[src/rtl/tomasulo_pkg.sv]
// Shared definitions for the Tomasulo core: ALU opcodes, default field widths and the
// result record broadcast on the CDB. Imported by the ALU unit and the RS/ROB blocks.
// No ports (package).
package tomasulo_pkg;

    localparam logic [3:0] FUNC_ADD = 4'b0000;
    localparam logic [3:0] FUNC_SUB = 4'b0001;
    localparam logic [3:0] FUNC_AND = 4'b0010;
    localparam logic [3:0] FUNC_OR  = 4'b0011;
    localparam logic [3:0] FUNC_XOR = 4'b0100;

    localparam int DEF_DATA_W = 8;
    localparam int DEF_ROB_W  = 3;
    localparam int DEF_RS_W   = 3;
    localparam int DEF_REG_W  = 4;

    // CDB result record at the core's default widths.
    typedef struct packed {
        logic [DEF_DATA_W-1:0] data;
        logic [DEF_ROB_W-1:0]  rob;
        logic [DEF_RS_W-1:0]   rs;
        logic [DEF_REG_W-1:0]  rd;
        logic                  exc;
    } cdb_result_t;

endpackage

[src/rtl/exec_result_fifo.sv]
// Synchronous show-ahead FIFO holding completed ALU results until the CDB takes them.
// Ports: clk1 clock; rst synchronous active-high reset; flush clears all entries;
//        push/push_data write; pop removes head; head is the oldest entry; count = entries.
// Pointers wrap modulo DEPTH, so DEPTH need not be a power of two.
module exec_result_fifo #(
    parameter int WIDTH = 8,
    parameter int DEPTH = 4
) (
    input  logic                       clk1,
    input  logic                       rst,
    input  logic                       flush,
    input  logic                       push,
    input  logic [WIDTH-1:0]           push_data,
    input  logic                       pop,
    output logic [WIDTH-1:0]           head,
    output logic [$clog2(DEPTH+1)-1:0] count
);
    localparam int PTR_W = (DEPTH > 1) ? $clog2(DEPTH) : 1;
    localparam int CNT_W = $clog2(DEPTH + 1);

    logic [WIDTH-1:0] mem [DEPTH];
    logic [PTR_W-1:0] rd_ptr_q, wr_ptr_q;
    logic [CNT_W-1:0] count_q;
    logic             do_push, do_pop;

    function automatic logic [PTR_W-1:0] ptr_inc(input logic [PTR_W-1:0] p);
        return (p == PTR_W'(DEPTH - 1)) ? '0 : p + PTR_W'(1);
    endfunction

    assign do_pop  = pop && (count_q != '0);
    assign do_push = push && ((count_q != CNT_W'(DEPTH)) || do_pop);

    always_ff @(posedge clk1) begin
        if (rst || flush) begin
            rd_ptr_q <= '0;
            wr_ptr_q <= '0;
            count_q  <= '0;
        end else begin
            if (do_push) begin
                mem[wr_ptr_q] <= push_data;
                wr_ptr_q      <= ptr_inc(wr_ptr_q);
            end
            if (do_pop) begin
                rd_ptr_q <= ptr_inc(rd_ptr_q);
            end
            case ({do_push, do_pop})
                2'b10:   count_q <= count_q + CNT_W'(1);
                2'b01:   count_q <= count_q - CNT_W'(1);
                default: count_q <= count_q;
            endcase
        end
    end

    assign head  = mem[rd_ptr_q];
    assign count = count_q;

endmodule

[src/rtl/alu_exec_unit.sv]
// Pipelined integer ALU functional unit. One op per cycle enters from the add/sub RS, is
// computed in stage 1 and carried through LATENCY stages, then queued for the CDB.
// Ports: clk1/rst (sync, active-high); issue_* op + tags with valid/ready; flush squashes
//        everything in flight; cdb_* result + tags under cdb_valid/cdb_grant; busy.
// Build option: ALU_EXEC_SAT_EN makes add/sub saturate as signed; default is wrapping.
module alu_exec_unit
    import tomasulo_pkg::*;
#(
    parameter int DATA_W    = DEF_DATA_W,
    parameter int ROB_W     = DEF_ROB_W,
    parameter int RS_W      = DEF_RS_W,
    parameter int REG_W     = DEF_REG_W,
    parameter int LATENCY   = 2,
    parameter int OUT_DEPTH = 4
) (
    input  logic              clk1,
    input  logic              rst,
    input  logic              issue_valid,
    output logic              issue_ready,
    input  logic [3:0]        issue_func,
    input  logic [DATA_W-1:0] issue_a,
    input  logic [DATA_W-1:0] issue_b,
    input  logic [ROB_W-1:0]  issue_rob,
    input  logic [RS_W-1:0]   issue_rs,
    input  logic [REG_W-1:0]  issue_rd,
    input  logic              flush,
    output logic              cdb_valid,
    input  logic              cdb_grant,
    output logic [DATA_W-1:0] cdb_data,
    output logic [ROB_W-1:0]  cdb_rob,
    output logic [RS_W-1:0]   cdb_rs,
    output logic [REG_W-1:0]  cdb_rd,
    output logic              cdb_exc,
    output logic              busy
);
    localparam int RES_W = DATA_W + ROB_W + RS_W + REG_W + 1;
    localparam int CNT_W = $clog2(OUT_DEPTH + 1);
    localparam int OCC_W = $clog2(OUT_DEPTH + LATENCY + 1);

    typedef struct packed {
        logic [DATA_W-1:0] data;
        logic [ROB_W-1:0]  rob;
        logic [RS_W-1:0]   rs;
        logic [REG_W-1:0]  rd;
        logic              exc;
    } exec_res_t;

    logic [DATA_W-1:0] add_res, sub_res;
    exec_res_t         new_res;

`ifdef ALU_EXEC_SAT_EN
    logic [DATA_W:0] add_ext, sub_ext;

    // Sign-extended result disagreeing in its top two bits means signed overflow.
    function automatic logic [DATA_W-1:0] sat_clamp(input logic [DATA_W:0] x);
        logic [DATA_W-1:0] r;
        if (x[DATA_W] != x[DATA_W-1]) r = {x[DATA_W], {(DATA_W-1){~x[DATA_W]}}};
        else                          r = x[DATA_W-1:0];
        return r;
    endfunction

    assign add_ext = {issue_a[DATA_W-1], issue_a} + {issue_b[DATA_W-1], issue_b};
    assign sub_ext = {issue_a[DATA_W-1], issue_a} - {issue_b[DATA_W-1], issue_b};
    assign add_res = sat_clamp(add_ext);
    assign sub_res = sat_clamp(sub_ext);
`else
    assign add_res = issue_a + issue_b;
    assign sub_res = issue_a - issue_b;
`endif

    always_comb begin
        new_res      = '0;
        new_res.rob  = issue_rob;
        new_res.rs   = issue_rs;
        new_res.rd   = issue_rd;
        case (issue_func)
            FUNC_ADD: new_res.data = add_res;
            FUNC_SUB: new_res.data = sub_res;
            FUNC_AND: new_res.data = issue_a & issue_b;
            FUNC_OR:  new_res.data = issue_a | issue_b;
            FUNC_XOR: new_res.data = issue_a ^ issue_b;
            default:  new_res.exc  = 1'b1;
        endcase
    end

    logic              accept;
    logic [LATENCY-1:0] pipe_vld_q;
    exec_res_t         pipe_res_q [LATENCY];
    logic [OCC_W-1:0]  pipe_cnt;
    logic [CNT_W-1:0]  fifo_count;
    logic [RES_W-1:0]  fifo_head;
    exec_res_t         head_res, last_res, shown;
    logic              last_vld, fifo_empty, granted, fifo_push, fifo_pop;

    assign accept = issue_valid && issue_ready && !flush;

    always_ff @(posedge clk1) begin
        if (rst || flush) begin
            pipe_vld_q <= '0;
        end else begin
            pipe_vld_q[0] <= accept;
            for (int i = 1; i < LATENCY; i++) begin
                pipe_vld_q[i] <= pipe_vld_q[i-1];
            end
        end
    end

    // Payload needs no reset: it is only observed alongside its valid bit.
    always_ff @(posedge clk1) begin
        pipe_res_q[0] <= new_res;
        for (int i = 1; i < LATENCY; i++) begin
            pipe_res_q[i] <= pipe_res_q[i-1];
        end
    end

    always_comb begin
        pipe_cnt = '0;
        for (int i = 0; i < LATENCY; i++) begin
            pipe_cnt = pipe_cnt + OCC_W'(pipe_vld_q[i]);
        end
    end

    // Every op in flight holds a FIFO credit, so the pipe never has to stall.
    assign issue_ready = (pipe_cnt + OCC_W'(fifo_count)) < OCC_W'(OUT_DEPTH);

    assign last_vld   = pipe_vld_q[LATENCY-1];
    assign last_res   = pipe_res_q[LATENCY-1];
    assign fifo_empty = (fifo_count == '0);
    assign head_res   = fifo_head;

    // With an empty FIFO the last stage drives the CDB directly; if not granted it is
    // pushed and reappears unchanged as the FIFO head.
    assign shown     = fifo_empty ? last_res : head_res;
    assign cdb_valid = !fifo_empty || last_vld;
    assign granted   = cdb_valid && cdb_grant && !flush;
    assign fifo_pop  = granted && !fifo_empty;
    assign fifo_push = last_vld && !(granted && fifo_empty);

    exec_result_fifo #(
        .WIDTH (RES_W),
        .DEPTH (OUT_DEPTH)
    ) u_fifo (
        .clk1      (clk1),
        .rst       (rst),
        .flush     (flush),
        .push      (fifo_push),
        .push_data (last_res),
        .pop       (fifo_pop),
        .head      (fifo_head),
        .count     (fifo_count)
    );

    assign cdb_data = cdb_valid ? shown.data : '0;
    assign cdb_rob  = cdb_valid ? shown.rob  : '0;
    assign cdb_rs   = cdb_valid ? shown.rs   : '0;
    assign cdb_rd   = cdb_valid ? shown.rd   : '0;
    assign cdb_exc  = cdb_valid && shown.exc;
    assign busy     = (|pipe_vld_q) || !fifo_empty;

endmodule

[config.mk]
export PLATFORM = sky130hd
export DESIGN_NAME = alu_exec_unit
export DESIGN_NICKNAME = d
export VERILOG_FILES = /design/src/rtl/tomasulo_pkg.sv /design/src/rtl/exec_result_fifo.sv /design/src/rtl/alu_exec_unit.sv
export SDC_FILE = /design/constraint.sdc
export NUM_CORES = 1
export LEC_CHECK = 0
export CAP_MARGIN = 15
export CORE_ASPECT_RATIO = 0.7
export CORE_UTILIZATION = 30
export DETAILED_ROUTE_END_ITERATION = 6
export DONT_BUFFER_PORTS = 1
export GPL_ROUTABILITY_DRIVEN = 1
export SLEW_MARGIN = 30
export SYNTH_ARGS = -nofsm -noshare
export SYNTH_HDL_FRONTEND = slang
export SYNTH_HIERARCHICAL = 1
export SYNTH_SLANG_ARGS = --single-unit
[constraint.sdc]
create_clock -name clk1 -period 8.21 [get_ports clk1]
set_clock_uncertainty 0.15 [all_clocks]
set_input_delay 1.642 -clock clk1 [delete_from_list [all_inputs] [get_ports clk1]]
set_output_delay 1.642 -clock clk1 [all_outputs]
set_load 0.02 [all_outputs]
==> results.json, run 1 <==
{
  "ctsLongestPathBuffers": 2,
  "die_w_um": 161,
  "worstSetupPathType": "flip-flop to output port",
  "cp_slowest_stage_delay_ns": 0.79,
  "drive_gt1_frac": 0.160,
  "ys_warn_count": 6,
  "finalCritPeriodShare": 0.484,
  "nFillCells": 1623,
  "final_nets": 466,
  "synth_edf_count": 76,
  "final_hold_viol_count": 0,
  "crit_required_ns": 6.42,
  "drtIter0Drc": 140,
  "cts_tree": "done",
  "place.gp.congestion": 0.814,
  "synth_cells": 392,
  "synth_most_common_cell": "edfxtp_1",
  "io_buffers": 0,
  "crit_buf_inv": 0,
  "grt_first_pass_wirelength_um": 16600,
  "die_h_um": 114,
  "cts_num_sinks": 125,
  "status": "finished clean",
  "finalSetupViolations": 0,
  "async_flop_share": 0,
  "worstPathArrival_ns": 2.18,
  "numCtsBuffers": 17,
  "dr_total_vias": 3031,
  "cts_max_level": 4,
  "vdd_drop_max_mv": 0.151,
  "leakagePower_nw": 2.30,
  "path_cells": "or3_1 > or3_1",
  "syn_nets": 459,
  "grt_pass1_vias": 3170,
  "synthFlopType": "edfxtp_1",
  "cpMostUsedCell": "or3_1",
  "fin_setup_tns_ns": 0,
  "ys_types": 52,
  "cts_hold_buf": 0,
  "viasPerCell": 4.71,
  "clkTransAtPathRegs_ns": 0.05,
  "gr-total-overflow": 0,
  "final_core_util": 0.357,
  "start_util": 0.309,
  "end_kind": "output port",
  "drt-total-wl_um": 10400,
  "clock-root-buffer": "clkbuf_16",
  "dpl.hpwl_um": 6760,
  "synth_common_cells": "edfxtp_1 (76), dfxtp_1 (49), nand2_1 (41)",
  "core_sq_um": 17300,
  "startpoint_type": "flip-flop",
  "route.detailed.drc": 0,
  "drv_cap": 0,
  "ant_nets": 0,
  "io_pins": 57,
  "grt_max_degree": 24,
  "hp-class": "flip-flop to flip-flop",
  "critPathMaxFanout": 21,
  "worstMarginPinSlew_ns": 0.923,
  "power.density_nw_per_um2": 239,
  "avgSynthCellArea_sq_um": 13.6,
  "cts_setup_buffers": 0,
  "insertion_delay_ns": 0.41,
  "rsz0062_at_grt": "no",
  "synth_top_area_cell": "edfxtp_1",
  "slew-limit-headroom": 0.383,
  "drv_slew": 0,
  "dieArea_sq_um": 18300,
  "avgRoutedWirePerCell_um": 16.1,
  "antenna_found_initial": 0,
  "synth_area_sq_um": 5340,
  "groute.usage.overall": 0.122,
  "path_delay_family": "simple AND/OR/NAND/NOR gates",
  "ys_top_cells_by_area": "edfxtp_1 (43%), dfxtp_1 (18%), mux4_2 (8.0%), ha_1 (7.0%), nand2_1 (2.9%)",
  "cts-resized-gates": 0,
  "syn_to_final_growth_pct": 15.7,
  "ys_ff_latch": 125,
  "fmax_mhz": 252,
  "diodes": 0,
  "dr.pass1.iters": 5,
  "ys_seq_area_frac": 0.612,
  "worst_hold_slack_ns": 0.173,
  "slowest_stage": "or3_1",
  "period_needed_ns": 3.98,
  "std_cell_rows": 40,
  "synth_top_area_share": 0.428
}
## layout make-up
cell class | instances | area (sq um) | share of cell area
Clock inverter | 7 | 85.1 | 0.0138
Clock buffer | 25 | 497 | 0.0805
Multi-Input combinational cell | 228 | 1920 | 0.311
Tap cell | 231 | 289 | 0.0468
Sequential cell | 125 | 3270 | 0.529
Timing Repair Buffer | 3 | 26.3 | 0.00426
Inverter | 24 | 90.1 | 0.0146
## flip-flops by register name, indices dropped and copies added (netlist names), named ones only
signal	flops
u_fifo/mem	76
pipe_res_q	38
pipe_vld_q	2
u_fifo/wr_ptr_q	2
u_fifo/count	3
u_fifo/rd_ptr_q	2
## kinds of logic (layout without fill, tap and decap cells)
| kind of cell | Yosys count | after routing | share of synthesized area |
|---|---|---|---|
| AO/OA/AOI/OAI | 45 | 45 | 0.0572 |
| AND/OR/NAND/NOR | 115 | 115 | 0.114 |
| XOR/XNOR | 14 | 14 | 0.0230 |
| flip-flops | 125 | 125 | 0.612 |
| multiplexers | 22 | 22 | 0.0858 |
| buffers and inverters | 39 | 59 | 0.0305 |
| adder cells (fa/ha/maj) | 32 | 32 | 0.0779 |
## report_power, final
group          internal (mW)  total (mW)  switching, mW  leakage, nW
registers              0.682       0.693         0.0113         1.10
logic                 0.0251      0.0552         0.0302        0.914
clock network          0.478       0.728          0.249        0.290
total                   1.19        1.48          0.291         2.30
## routing by layer
metal / global-route usage / vias to the layer above / wire [um]
li1: - / 1459 / -
met1: 0.149 / 1460 / 4810
met2: 0.192 / 99 / 4620
met3: 0.0429 / 13 / 731
met4: 0.0654 / 0 / 208
met5: 0 / - / 0
## through the flow
stage	area [sq um]	setup WS [ns]	cells	power [mW]
2_1_floorplan	5340	4.41	392	0.748
3_3_place_gp	5570	4.17	610	0.758
3_5_place_dp	5570	4.09	610	0.761
4_1_cts	6150	4.18	642	1.49
5_1_grt	6170	4.13	643	1.53
6_report	6170	4.23	643	1.48
## final timing paths
check,slack [ns],endpoint,startpoint,cells past startpoint
hold reg to reg,0.17,pipe_res_q[0][33],pipe_res_q[0][14],0
hold / removal,0.17,pipe_res_q[0][33],pipe_res_q[0][14],0
setup / recovery,4.23,busy,u_fifo/count[2],2
setup reg to reg,4.98,u_fifo/count[2],u_fifo/count[2],7
## cells in the final DEF, fill, tap and decap left out, drive strengths merged, types with 3 or more instances in the layout
cell	n
nor2	15
nand3	23
inv	24
dfxtp	49
and2	6
a21oi	9
nand2	41
buf	3
xor2	4
nor3	8
edfxtp	76
nand2b	4
mux4	19
clkinv	5
or2	3
or3	3
xnor2	10
a31oi	5
a221oi	3
o21ai	10
clkbuf	25
nor4b	3
mux2i	3
ha	30
Power figures use the tool's default switching activity.
==> run 2, diff against run 1 <==
==> constraint.sdc (replaced) <==
create_clock -name clk1 -period 3.55 [get_ports clk1]
set_clock_uncertainty 0.15 [all_clocks]
set_input_delay 0.71 -clock clk1 [delete_from_list [all_inputs] [get_ports clk1]]
set_output_delay 0.71 -clock clk1 [all_outputs]
set_load 0.02 [all_outputs]
==> results.json, run 2 (same netlist as run 1, synthesis figures left out) <==
{
  "status": "finished clean",
  "cts_num_sinks": 125,
  "cts-resized-gates": 0,
  "fmax_mhz": 332,
  "fin_setup_tns_ns": 0,
  "drt-total-wl_um": 10900,
  "critPathMaxFanout": 15,
  "stdcell_count": 651,
  "drv_slew": 0,
  "cts_tree": "done",
  "dp.cells": 619,
  "ant_nets": 0,
  "period_needed_ns": 3.01,
  "worstMarginPinSlew_ns": 0.901,
  "slew-limit-headroom": 0.399,
  "nFillCells": 1643,
  "r2r_end": "u_fifo/count[2]",
  "rsz0062_at_grt": "no",
  "route.detailed.drc": 0,
  "drv_cap": 0,
  "insertion_delay_ns": 0.40,
  "antenna_found_initial": 0,
  "groute.usage.overall": 0.130,
  "final_hold_viol_count": 0,
  "dieArea_sq_um": 18300,
  "leakagePower_nw": 2.38,
  "gr-total-overflow": 0,
  "finalCritPeriodShare": 0.848,
  "io_buffers": 0,
  "cts_hold_buf": 0,
  "final_cell_mix": "edfxtp_1 (76), dfxtp_1 (49), nand2_1 (41), ha_1 (30), inv_1 (24)",
  "fin_ws_ns": 0.541,
  "io_pins": 57,
  "place_ws_ns": 0.583,
  "clock-root-buffer": "clkbuf_16",
  "viasPerCell": 4.75,
  "die_h_um": 114,
  "setup.worst_path.end": "cdb_rs[0]",
  "grt_pass1_vias": 3173,
  "worstPathArrival_ns": 2.15,
  "final_nets": 474,
  "hp-class": "flip-flop to flip-flop",
  "top_register": "u_fifo/mem",
  "start_util": 0.309,
  "finalSetupViolations": 0,
  "rrSetupSlack_ns": 0.81,
  "end_kind": "output port",
  "cts_max_level": 4,
  "place.gp.congestion": 0.858,
  "numCtsBuffers": 17,
  "reg2reg_depth": 7,
  "core_sq_um": 17300,
  "die_w_um": 161,
  "final_common_cell": "edfxtp_1",
  "grt_first_pass_wirelength_um": 17600,
  "vdd_drop_max_mv": 0.403,
  "startpoint_type": "flip-flop",
  "drive_gt1_frac": 0.174,
  "std_cell_rows": 40,
  "avgRoutedWirePerCell_um": 16.7,
  "power.density_nw_per_um2": 571,
  "ctsLongestPathBuffers": 2,
  "diodes": 0,
  "largest_register_ffs": 76,
  "crit_required_ns": 2.69,
  "dr.pass1.iters": 7,
  "clkTransAtPathRegs_ns": 0.06,
  "syn_to_final_growth_pct": 19.0,
  "worst_r2r_startpoint": "u_fifo/count[2]",
  "drtIter0Drc": 145,
  "worst_hold_slack_ns": 0.174,
  "grt_max_degree": 23,
  "dpl.hpwl_um": 7070,
  "cts_setup_buffers": 0,
  "worstSetupPathType": "flip-flop to output port",
  "dr_total_vias": 3093
}
[run 2: area by class of cell]
type                       count  area [sq um]  share of cell area
sequential                   125          3260               0.514
multi-input combinational    228          1910               0.302
clock buffer                  21           470              0.0741
tap                          231           289              0.0455
clock inverter                11           188              0.0296
timing repair buffer          11           133              0.0209
inverter                      24          90.1              0.0142
[run 2: critical path: stages (launching register included)]
cell     delay, ns
dfxtp_1       0.91
buf_4         0.29
mux4_2        0.32
nand2_1       0.08
nand2_1       0.14
[run 2: worst min-delay path by stage]
stage	from	to	slack (ns)	cells past startpoint
final	pipe_res_q[0][6]	pipe_res_q[0][25]	0.17	0
after global routing	issue_rs[0]	pipe_res_q[0][5]	0.15	0
after CTS	issue_rs[2]	pipe_res_q[0][7]	0.15	0
after detailed placement	pipe_res_q[0][0]	pipe_res_q[0][19]	0.16	0
after global placement	pipe_res_q[0][13]	pipe_res_q[0][32]	0.16	0
after floorplan	pipe_res_q[0][0]	pipe_res_q[0][19]	0.16	0
[run 2: report_power, final]
| group | switching, mW | total, mW | internal [mW] |
|---|---|---|---|
| Combinational | 0.0696 | 0.128 | 0.0585 |
| Clock | 0.596 | 1.89 | 1.30 |
| Sequential | 0.0249 | 1.60 | 1.58 |
| Total | 0.691 | 3.62 | 2.93 |
[run 2: routing by layer]
metal	GRT usage	vias up	wire, um
met4	0.0453	0	77
met3	0.0444	10	591
met1	0.165	1538	5120
met5	0	-	0
li1	-	1472	-
met2	0.206	73	5100
[run 2: through the flow]
stage | power, mW | utilization | instance area [sq um]
4_1_cts | 3.67 | 0.368 | 6350
3_3_place_gp | 1.75 | 0.329 | 5690
2_1_floorplan | 1.73 | - | 5340
6_report | 3.62 | 0.368 | 6350
3_5_place_dp | 1.76 | 0.329 | 5690
5_1_grt | 3.76 | 0.368 | 6350
==> run 3, diff against run 2 <==
==> constraint.sdc (replaced) <==
create_clock -name clk1 -period 2.75 [get_ports clk1]
set_clock_uncertainty 0.15 [all_clocks]
set_input_delay 0.55 -clock clk1 [delete_from_list [all_inputs] [get_ports clk1]]
set_output_delay 0.55 -clock clk1 [all_outputs]
set_load 0.02 [all_outputs]
==> results.json, run 3 (same netlist as run 1, synthesis figures left out) <==
{
  "p_clk_frac": 0.465,
  "final_nets": 485,
  "area.sequential_sq_um": 3260,
  "die_w_um": 161,
  "avgRoutedWirePerCell_um": 15.9,
  "r2r_end": "u_fifo/count[1]",
  "final_cell_mix": "edfxtp_1 (76), dfxtp_1 (48), nand2_1 (41), ha_1 (30), inv_1 (24)",
  "p_sw_frac": 0.206,
  "end_kind": "output port",
  "stdcell_count": 662,
  "ctsLongestPathBuffers": 2,
  "slowest_stage": "or3_1",
  "power.density_nw_per_um2": 662,
  "dpl.hpwl_um": 6870,
  "power_frac_seq": 0.493,
  "dr_total_vias": 3111,
  "antenna_found_initial": 0,
  "groute.usage.overall": 0.121,
  "clkTransAtPathRegs_ns": 0.05,
  "path_cells": "or3_4 > buf_4 > or3_1",
  "io_buffers": 0,
  "crit_required_ns": 2.05,
  "drtIter0Drc": 200,
  "final_hold_viol_count": 0,
  "hp-class": "input pin to flip-flop",
  "multiInputGateArea_sq_um": 1920,
  "cts_tree": "done",
  "gr-total-overflow": 0,
  "holdPathEnd": "pipe_res_q[0][1]",
  "final_common_cell": "edfxtp_1",
  "finalCritPeriodShare": 0.933,
  "worstPathArrival_ns": 1.87,
  "power_mw": 4.19,
  "worst_r2r_startpoint": "u_fifo/count[2]",
  "critPathMaxFanout": 20,
  "vdd_drop_max_mv": 0.541,
  "cp_slowest_stage_delay_ns": 0.44,
  "drt-total-wl_um": 10500,
  "dp.cells": 623,
  "die_h_um": 114,
  "nFillCells": 1642,
  "top_register": "u_fifo/mem",
  "grt_max_degree": 23,
  "syn_to_final_growth_pct": 18.8,
  "hp-start": "issue_rd[0]",
  "place_ws_ns": 0.0421,
  "std_cell_rows": 40,
  "rrSetupSlack_ns": 0.26,
  "cts_num_sinks": 125,
  "leakagePower_nw": 2.38,
  "p_sw_mw": 0.864,
  "viasPerCell": 4.70,
  "ant_nets": 0,
  "drv_cap": 0,
  "cts_max_level": 4,
  "drive_gt1_frac": 0.179,
  "path_delay_family": "simple AND/OR/NAND/NOR gates",
  "final_core_util": 0.367,
  "drv_slew": 0,
  "grt_pass1_vias": 3049,
  "numCtsBuffers": 17,
  "largest_register_ffs": 76,
  "fmax_mhz": 390,
  "dr.pass1.iters": 5,
  "worstSetupPathType": "flip-flop to output port",
  "crit_buf_inv": 1,
  "route.detailed.drc": 0,
  "internal_power_mw": 3.33,
  "slew-limit-headroom": 0.439,
  "worstMarginPinSlew_ns": 0.839,
  "comb_power_share": 0.042,
  "period_needed_ns": 2.57,
  "diodes": 0,
  "fin_ws_ns": 0.185,
  "start_util": 0.309,
  "insertion_delay_ns": 0.41,
  "finalSetupViolations": 0,
  "fin_setup_tns_ns": 0,
  "status": "finished clean",
  "place.gp.congestion": 0.875,
  "io_pins": 57,
  "clock-root-buffer": "clkbuf_16",
  "cts_setup_buffers": 0,
  "grt_first_pass_wirelength_um": 16600,
  "rsz0062_at_grt": "no",
  "startpoint_type": "flip-flop",
  "min_path_cells": 0,
  "dieArea_sq_um": 18300,
  "core_sq_um": 17300,
  "reg2reg_depth": 7
}
==> run 3: per-layer routing <==
metal | vias up | routed length (um) | GRT usage
li1 | 1493 | - | -
met1 | 1501 | 4940 | 0.160
met2 | 108 | 4580 | 0.182
met3 | 9 | 920 | 0.0429
met4 | 0 | 89 | 0.0453
met5 | - | 0 | 0
==> run 3: power groups by stage <==
stage	clock network [mW]	logic (mW)	registers [mW]
6_report	1.95	0.176	2.07
5_1_grt	2.07	0.196	2.07
4_1_cts	1.98	0.169	2.07
3_5_place_dp	0	0.166	2.11
3_3_place_gp	0	0.163	2.10
2_1_floorplan	0	0.141	2.09
==> run 3: worst reg2reg max path: cells and delay by family (launching register included) <==
| kind | cells | cell delay (ns) |
|---|---|---|
| buf+inv | 1 | 0.07 |
| compound gates | 3 | 0.62 |
| simple gates | 2 | 0.72 |
| fa+ha+maj | 1 | 0.46 |
| flops | 1 | 0.37 |
==> run 3: worst max-delay path by stage <==
stage | to | cells after the start | start | slack [ns]
finish | busy | 3 | u_fifo/count[2] | 0.18
global route | busy | 3 | u_fifo/count[1] | 0.13
CTS | busy | 3 | u_fifo/count[2] | 0.16
floorplan | u_fifo/count[2] | 9 | u_fifo/count[2] | 0.007
detailed placement | pipe_res_q[0][18] | 8 | issue_func[1] | 0.04
global placement | pipe_res_q[0][18] | 8 | issue_func[1] | 0.03
==> run 3: metrics by stage <==
stage,hold WS (ns),area (sq um)
2_1_floorplan,0.160,5370
3_3_place_gp,0.161,5740
3_5_place_dp,0.162,5740
4_1_cts,0.00161,6280
5_1_grt,0.00170,6340
6_report,0.0171,6340
==> run 3: what timing repair did <==
action	in CTS	in global routing
hold buffers	1	6
setup endpoints to repair	0	0
gates resized for setup	0	0
hold endpoints to repair	1	6
==> run 3: final cells by class <==
class / instances / area share
Clock inverter: 8 / 0.00652
Tap cell: 231 / 0.0456
Sequential cell: 125 / 0.515
Timing Repair Buffer: 22 / 0.0387
Inverter: 24 / 0.0142
Clock buffer: 24 / 0.0760
Multi-Input combinational cell: 228 / 0.304
